`src/rtl/pool_sequencer.sv`:
```
// pool_sequencer
// ---------------
// Sequencer for the 2x2 average-pooling stage. After a start request it
// walks an IMG_W x IMG_H signed image held in a synchronous-read RAM. It
// fetches the four pixels of each non-overlapping 2x2 window, averages
// them with a floor (arithmetic shift by 2) and writes the pooled map to
// the pooled-feature RAM in raster order. Each window takes exactly 6
// cycles: 4 FETCH, 1 LAST, 1 WRITE.
//
// Ports
//   clk      : single clock, rising-edge
//   reset    : synchronous active-high reset
//   start    : frame start request, only honoured in IDLE
//   busy     : high while a frame is in progress (FETCH/LAST/WRITE)
//   done     : one-cycle pulse after the final write of a frame
//   rd_en    : image RAM read strobe
//   rd_addr  : image RAM read address
//   rd_data  : image RAM read data, valid the cycle after rd_en
//   wr_en    : pooled RAM write strobe
//   wr_addr  : pooled RAM write address (window index)
//   wr_data  : pooled (averaged) value
//
// All outputs are registered. Their next values are decoded from the
// next-state signals, so each strobe lines up with the state it belongs to.
module pool_sequencer #(
   parameter int RESOLUTION = 8,
   parameter int IMG_W      = 28,
   parameter int IMG_H      = 28,
   parameter int IN_AW      = 10,
   parameter int OUT_AW     = 8
) (
   input  logic                         clk,
   input  logic                         reset,
   input  logic                         start,
   output logic                         busy,
   output logic                         done,
   output logic                         rd_en,
   output logic        [IN_AW-1:0]      rd_addr,
   input  logic signed [RESOLUTION-1:0] rd_data,
   output logic                         wr_en,
   output logic        [OUT_AW-1:0]     wr_addr,
   output logic signed [RESOLUTION-1:0] wr_data
);

   localparam int N_WIN = (IMG_W / 2) * (IMG_H / 2);
   localparam int COL_W = (IMG_W > 2) ? $clog2(IMG_W) : 1;
   localparam int ROW_W = (IMG_H > 2) ? $clog2(IMG_H) : 1;
   localparam int ACC_W = RESOLUTION + 2;

   typedef enum logic [2:0] {
      S_IDLE,
      S_FETCH,
      S_LAST,
      S_WRITE,
      S_DONE
   } state_t;

   state_t state_q, state_d;

   logic        [1:0]          k_q, k_d;
   logic        [COL_W-1:0]    col_q, col_d;
   logic        [ROW_W-1:0]    row_q, row_d;
   logic        [OUT_AW-1:0]   out_idx_q, out_idx_d;
   logic signed [ACC_W-1:0]    acc_q, acc_d;

   logic                         busy_q, busy_d;
   logic                         done_q, done_d;
   logic                         rd_en_q, rd_en_d;
   logic        [IN_AW-1:0]      rd_addr_q, rd_addr_d;
   logic                         wr_en_q, wr_en_d;
   logic        [OUT_AW-1:0]     wr_addr_q, wr_addr_d;
   logic signed [RESOLUTION-1:0] wr_data_q, wr_data_d;

   // Sign-extend one pixel to accumulator width.
   function automatic logic signed [ACC_W-1:0] sext(input logic signed [RESOLUTION-1:0] px);
      return ACC_W'(px);
   endfunction

   // Average of four pixels: floor division by 4. The sum of four
   // RESOLUTION-bit values divided by 4 always fits back in RESOLUTION bits.
   function automatic logic signed [RESOLUTION-1:0] avg4(input logic signed [ACC_W-1:0] sum);
      logic signed [ACC_W-1:0] sh;
      sh = sum >>> 2;
      return sh[RESOLUTION-1:0];
   endfunction

   // Pixel address for position kk within the window whose top-left pixel
   // is (r, c): kk[0] selects the right column, kk[1] the lower row.
   function automatic logic [IN_AW-1:0] pix_addr(input logic [1:0]       kk,
                                                 input logic [ROW_W-1:0] r,
                                                 input logic [COL_W-1:0] c);
      logic [IN_AW-1:0] base;
      logic [IN_AW-1:0] row_off;
      logic [IN_AW-1:0] col_off;
      base    = IN_AW'(r) * IN_AW'(IMG_W) + IN_AW'(c);
      row_off = kk[1] ? IN_AW'(IMG_W) : '0;
      col_off = kk[0] ? IN_AW'(1) : '0;
      return base + row_off + col_off;
   endfunction

   always_comb begin
      state_d   = state_q;
      k_d       = k_q;
      col_d     = col_q;
      row_d     = row_q;
      out_idx_d = out_idx_q;
      acc_d     = acc_q;

      case (state_q)
         S_IDLE: begin
            if (start) begin
               k_d       = '0;
               col_d     = '0;
               row_d     = '0;
               out_idx_d = '0;
               state_d   = S_FETCH;
            end
         end

         S_FETCH: begin
            k_d = k_q + 2'd1;
            // rd_data carries the pixel read one cycle earlier, so in the
            // k=0 cycle there is nothing of this window to accumulate yet.
            if (k_q == 2'd1) begin
               acc_d = sext(rd_data);
            end else if (k_q != 2'd0) begin
               acc_d = acc_q + sext(rd_data);
            end
            if (k_q == 2'd3) begin
               state_d = S_LAST;
            end
         end

         S_LAST: begin
            acc_d   = acc_q + sext(rd_data);
            state_d = S_WRITE;
         end

         S_WRITE: begin
            if (out_idx_q == OUT_AW'(N_WIN - 1)) begin
               state_d = S_DONE;
            end else begin
               out_idx_d = out_idx_q + OUT_AW'(1);
               if (col_q == COL_W'(IMG_W - 2)) begin
                  col_d = '0;
                  row_d = row_q + ROW_W'(2);
               end else begin
                  col_d = col_q + COL_W'(2);
               end
               k_d     = '0;
               state_d = S_FETCH;
            end
         end

         S_DONE: begin
            state_d = S_IDLE;
         end

         default: begin
            state_d = S_IDLE;
         end
      endcase

      // Output registers are loaded from the state being entered.
      busy_d    = (state_d == S_FETCH) || (state_d == S_LAST) || (state_d == S_WRITE);
      done_d    = (state_d == S_DONE);
      rd_en_d   = (state_d == S_FETCH);
      wr_en_d   = (state_d == S_WRITE);
      rd_addr_d = rd_en_d ? pix_addr(k_d, row_d, col_d) : rd_addr_q;
      wr_addr_d = wr_en_d ? out_idx_d : wr_addr_q;
      wr_data_d = wr_en_d ? avg4(acc_d) : wr_data_q;
   end

   always_ff @(posedge clk) begin
      if (reset) begin
         state_q   <= S_IDLE;
         k_q       <= '0;
         col_q     <= '0;
         row_q     <= '0;
         out_idx_q <= '0;
         acc_q     <= '0;
         busy_q    <= 1'b0;
         done_q    <= 1'b0;
         rd_en_q   <= 1'b0;
         rd_addr_q <= '0;
         wr_en_q   <= 1'b0;
         wr_addr_q <= '0;
         wr_data_q <= '0;
      end else begin
         state_q   <= state_d;
         k_q       <= k_d;
         col_q     <= col_d;
         row_q     <= row_d;
         out_idx_q <= out_idx_d;
         acc_q     <= acc_d;
         busy_q    <= busy_d;
         done_q    <= done_d;
         rd_en_q   <= rd_en_d;
         rd_addr_q <= rd_addr_d;
         wr_en_q   <= wr_en_d;
         wr_addr_q <= wr_addr_d;
         wr_data_q <= wr_data_d;
      end
   end

   assign busy    = busy_q;
   assign done    = done_q;
   assign rd_en   = rd_en_q;
   assign rd_addr = rd_addr_q;
   assign wr_en   = wr_en_q;
   assign wr_addr = wr_addr_q;
   assign wr_data = wr_data_q;

endmodule

```
`config.mk`:
```
export PLATFORM = sky130hd
export DESIGN_NAME = pool_sequencer
export DESIGN_NICKNAME = d
export VERILOG_FILES = /design/src/rtl/pool_sequencer.sv
export SDC_FILE = /design/constraint.sdc
export NUM_CORES = 1
export LEC_CHECK = 0
export CAP_MARGIN = 30
export CORE_MARGIN = 10
export CORE_UTILIZATION = 54
export DETAILED_ROUTE_END_ITERATION = 8
export GPL_ROUTABILITY_DRIVEN = 1
export GPL_TIMING_DRIVEN = 0
export PLACE_DENSITY = 0.75
export SKIP_CTS_REPAIR_TIMING = 1
export SYNTH_ARGS = -nofsm -noshare
export SYNTH_HDL_FRONTEND = slang
export SYNTH_SLANG_ARGS = --single-unit
```
`constraint.sdc`:
```
create_clock -name clk -period 5.3 [get_ports clk]
set_input_delay 1.325 -clock clk [delete_from_list [all_inputs] [get_ports clk]]
set_output_delay 1.325 -clock clk [all_outputs]
set_load 0.01 [all_outputs]
```
======== After elaboration in Yosys (flattened, before gate mapping) ========
Index checks and enable logic that the tools add are counted.
storage, ports and cells
  bits in registers ....................... 63
  word-level logic and storage cells ...... 64
cells by class
  add/sub/neg operators ................... 8
  multiply operators ...................... 1
  equal/unequal tests ..................... 12
  muxes and demuxes ....................... 23
  reduce and logical (&&, ||, !) cells .... 6
operator list
  kind                   number
  $mux W5                7
  $add A10 B5 Y10        2
  $mux W10               2
  $pmux W10 S2           1
  $pmux W5 S2            2
  $mux W8                2
  $pmux W8 S2            1
  $eq A3 B2 Y1 const B   4
  $pmux W3 S4            1
  $add A10 B1 Y10        1
  $add A10 B8 Y10        1
  $add A5 B2 Y5 const B  2
  $mux W3                3
  $add A8 B1 Y8 const B  1
  $eq A8 B8 Y1 const B   1
  $mul A5 B3 Y8 const B  1
  $eq A3 B1 Y1 const B   2
  $pmux W2 S3            1
  $eq A5 B5 Y1 const B   1
  $mux W2                2
  $reduce_bool A2 Y1     2
  $eq A3 B3 Y1 const B   1
  $logic_not A3 Y1       1
  $ne A3 B3 Y1 const B   1
  6 further kinds        7

======== Logic depth before layout (Yosys ltp) ========
  word-level depth ........................ 8
  depth in mapped cells ................... 18

======== Least setup slack after synthesis ========
Ideal clock, no wire load.
  path kind ............................... input to register
  from .................................... input port start
  to ...................................... register rd_addr_q[9] (netlist: rd_addr[9])
  setup time .............................. 82 ps
  data arrival time ....................... 4,829 ps
  data required time ...................... 5,218 ps
  path slack .............................. 388 ps
  stages on the path ...................... 15
  path through ............................ or3b_1 -> a21o_1 -> o21ai_1 -> nand2_1 -> fa_1 -> ha_1 -> inv_1 -> fa_1 -> inv_1 -> ha_1 -> o21ai_0 -> o21ai_0 -> o211ai_1 -> or2_2 -> o221ai_1
between the ends
  longest elaborated chain between the ends .. 6
  elaborated cells on any way between the ends .. 15
  classes of those cells .................. add/sub: 3; mul: 1; eq/ne: 1; mux: 10
ends and longest elaborated chain
  item                  RTL line  source
  from (decl)           34        input logic start,
  $mux W5               111       if (start) begin
  $pmux W5 S2           109       case (state_q)
  via row_d[2]          62        logic [ROW_W-1:0] row_q, row_d;
  $mul A5 B3 Y8         95        base = IN_AW'(r) * IN_AW'(IMG_W) + IN_AW'(c);
  $add A10 B5 Y10       95
  $add A10 B5 Y10       98        return base + row_off + col_off;
  $add A10 B1 Y10       98
  to (signal assigned)  199       rd_addr_q <= rd_addr_d;
  to (decl)             69        logic [IN_AW-1:0] rd_addr_q, rd_addr_d;
The timed path passes the listed nets, and every way through them passes these cells.
A chain may end at the register's enable or synchronous reset.

======== Worst setup path after layout ========
  from .................................... input port start
  to ...................................... register rd_addr_q[8] (netlist: rd_addr[8])
The elaborated chain is that of the path after synthesis.

==> summary.md <==
| Metric | Value |
|---|---|
| Post-synth EDFFs | 0 |
| Max_cap viols | 0 |
| Initial antenna violation count | 0 |
| Async set-reset flop share out of synthesis | 0% |
| Synth Instances | 459 |
| Finished Layout Cells | 614 |
| Avg Cell Area, Syn | between 8 and 9 um^2 |
| First-iteration detailed-routing DRC count | between 200 and 250 |
| Crit. End Element | flop |
| Leakage Power | ~2 nW |
| Setup Skew | 0.005854 ns |
| Fmax | between 200 and 250 MHz |
| Synth Cell Area | 3959 um^2 |
| Post-route ant nets | 0 |
| First-pass GRT wire length | 16.37 mm |
| Final core area utilization | 65.54% |
| Startpoint class of the critical path | input port |
| Synth top area cells | dfxtp_1 32%, ha_1 9.2%, a21oi_1 5.1% |
| GRT Overall Usage | 17.48% |
| Die H | 105.6 um |
| Worst IR Drop VDD | 0.0001856 V |
| Synth Warn # | 0 |
| Initial Utilization | 55.17% |
| Netlist cell types | 74 |
| Final net count | 560 |
| Rows | 31 |
| HPWL Detailed | ~7.4 mm |
| Dpl ws | -0.5243 ns |
| N_diodes | 0 |
| Detailed-route wire length per cell | 15.83 um |
| Fin. max-slew vios | 0 |
| Synth-to-Final Area Change | 18.81% |
| CORE AREA | 7176 um^2 |
| Final Setup Violations | 0 |
| Worst slew margin | 54.63% |
| Final-report hold violation count | 0 |
| Root buf cell | clkbuf_8 |
| Total routed wirelength | 9.722 mm |
| CTS sink cnt | 63 |
| Slew @ Worst Pin | 0.6806 ns |
| Grt total ovfl | 0 |
| Tmin final | 4.806 ns |
| Fin crit share | between 90 and 100% |
| Drt pass-1 iters | 5 |
| Port bufs | 39 |
| Die W | 105.6 um |
| Outcome | finished clean |
| Commonest non-fill, non-tap cell in the layout | dfxtp_1 |
| Synthesized Nets | about 510 |
| Layout fillers | 621 |
| Reg-to-reg setup timing slack | 0.78 ns |
| Total CTS buffers | 9 |
| # DRC | 0 |
| Clock transition at the registers of the reported paths | 0.07 ns |
| Setup Crit Path Kind | in2reg |
| Setup repair after global routing missed its margin | false |
| Power, Total | 1.032 mW |
| Synth top area share | approximately a third |
| Vias in the first global route | 3,363 |
| H-tree depth | 3 |
| DIE AREA | 11,160 um^2 |
| CTS tree | done |
| Post-Place Cells | 597 |
| Post-synth top area cell | dfxtp_1 |
| Area after DPL | 4473 um^2 |
| Synth Register Bits | between 60 and 70 |
| CP Max Fanout | 7 |
| Layout cell share with drive strength beyond 1 | 10.10% |
| DR vias | 3,605 |
| Highest-count cells in the layout ignoring fill and taps | 63 x dfxtp_1, 40 x a21oi_1, 40 x nand2_1, 38 x nor2_1, 38 x clkdlybuf4s50_1 |
| I/O pins | 41 |
| Insertion delay to the later sink of the worst-skew pair | 0.35 ns |
| CP required | 5.56 ns |
| Worst EP arrival | between 5 and 6 ns |
| Via density | 5.871 |
| Min-delay worst type | reg2reg |
| Clock buffer depth | 2 |
| Dominant synthesized flop cell | dfxtp_1 |
| Pin count of the biggest net entering global routing | 11 |
| Final worst slack | 0.4940 ns |
| Final Cell Area | 4703 um^2 |
| Sequential-to-total area share from yosys stat | 31.86% |
| Cell Pwr Density | around 220 nW/um^2 |
| Routability cong. | 0.8276 |
## critical path, cell delays in order
cell            delay, ns
dlymetal6s2s_1       0.16
or3b_4               0.43
a21o_4               0.27
o21ai_4              0.17
nand2_4              0.10
fa_1                 0.48
ha_1                 0.28
inv_1                0.04
fa_1                 0.48
inv_1                0.05
ha_1                 0.31
o21ai_0              0.12
a22oi_1              0.27
o211ai_1             0.16
xnor2_1              0.19
a211oi_1             0.24
## report_power, final
part	internal [mW]	leakage, nW	switching (mW)	total (mW)
Clock	0.211	0.0957	0.186	0.398
Sequential	0.483	0.510	0.00631	0.489
Combinational	0.0594	1.38	0.0862	0.146
Total	0.754	1.98	0.279	1.03
## through the flow
step / TNS (ns) / hold WS, ns
floorplan: 0 / 0.4583
global placement: -1.763 / 0.4394
detailed placement: -1.916 / 0.4442
CTS: -0.4993 / 0.4527
global route: 0 / 0.4655
finish: 0 / 0.4500
## synthesized netlist by cell type, types with 8 or more instances
master    number
clkbuf_1      11
inv_1         16
a31oi_1        8
o21ai_0       14
a21oi_1       40
buf_2          8
a211oi_1      12
fa_1           9
nand3_1       12
nor2_1        38
dfxtp_1       63
ha_1          29
and2_1        10
nand2_1       42
a21o_1        12
nor3_1         9
## final timing paths
path	from	end	cells after the start
worst max-delay path	start	rd_addr[8]$_SDFFE_PP0P_	16
worst min-delay path	wr_addr[0]$_SDFFE_PP0P_	wr_addr[0]$_SDFFE_PP0P_	2
worst max register to register	out_idx_q[0]$_SDFF_PP0_	rd_addr[8]$_SDFFE_PP0P_	18
worst min register to register	wr_addr[0]$_SDFFE_PP0P_	wr_addr[0]$_SDFFE_PP0P_	2
## per-layer routing
metal / share of wire (%) / track usage (%) / wire (um)
met1: 47 / 22.49 / 4524
met2: 45 / 27.02 / 4410
met3: 6.9 / 6.090 / 666
met5: 0 / 0 / 0
met4: 1.2 / 5.222 / 121
## area by class of cell
cell class	count	area, um^2	share of cell area (%)
repair buffers	41	407.9	8.673
clock buffers	10	127.6	2.713
multi-input cells	355	2557	54.38
plain buffers	23	107.6	2.288
inverters	18	67.56	1.437
flip-flops and latches	63	1261	26.82
clock inverters	5	50.05	1.064
well taps	99	123.9	2.634
## cell families (layout without fill, tap and decap cells)
logic type | count (synthesis) | in the layout | synth area share, %
AOI/OAI and AO/OA | 146 | 146 | 25.76
xor gates and xnor gates | 12 | 12 | 2.655
adders and majority gates | 38 | 38 | 13.72
buffers and inverters | 41 | 97 | 4.425
DFF | 63 | 63 | 31.86
muxes | 7 | 7 | 1.802
and+or+nand+nor | 152 | 152 | 19.79
## state kept, by name, summed over array words and instances, names as in the netlist
name	cells
acc_q	10
busy	1
col_q	5
done	1
k_q	2
out_idx_q	8
rd_addr	10
rd_en	1
row_q	5
state_q	3
wr_addr	8
wr_data	8
wr_en	1
Note: power is estimated with default switching activity, not from simulation.
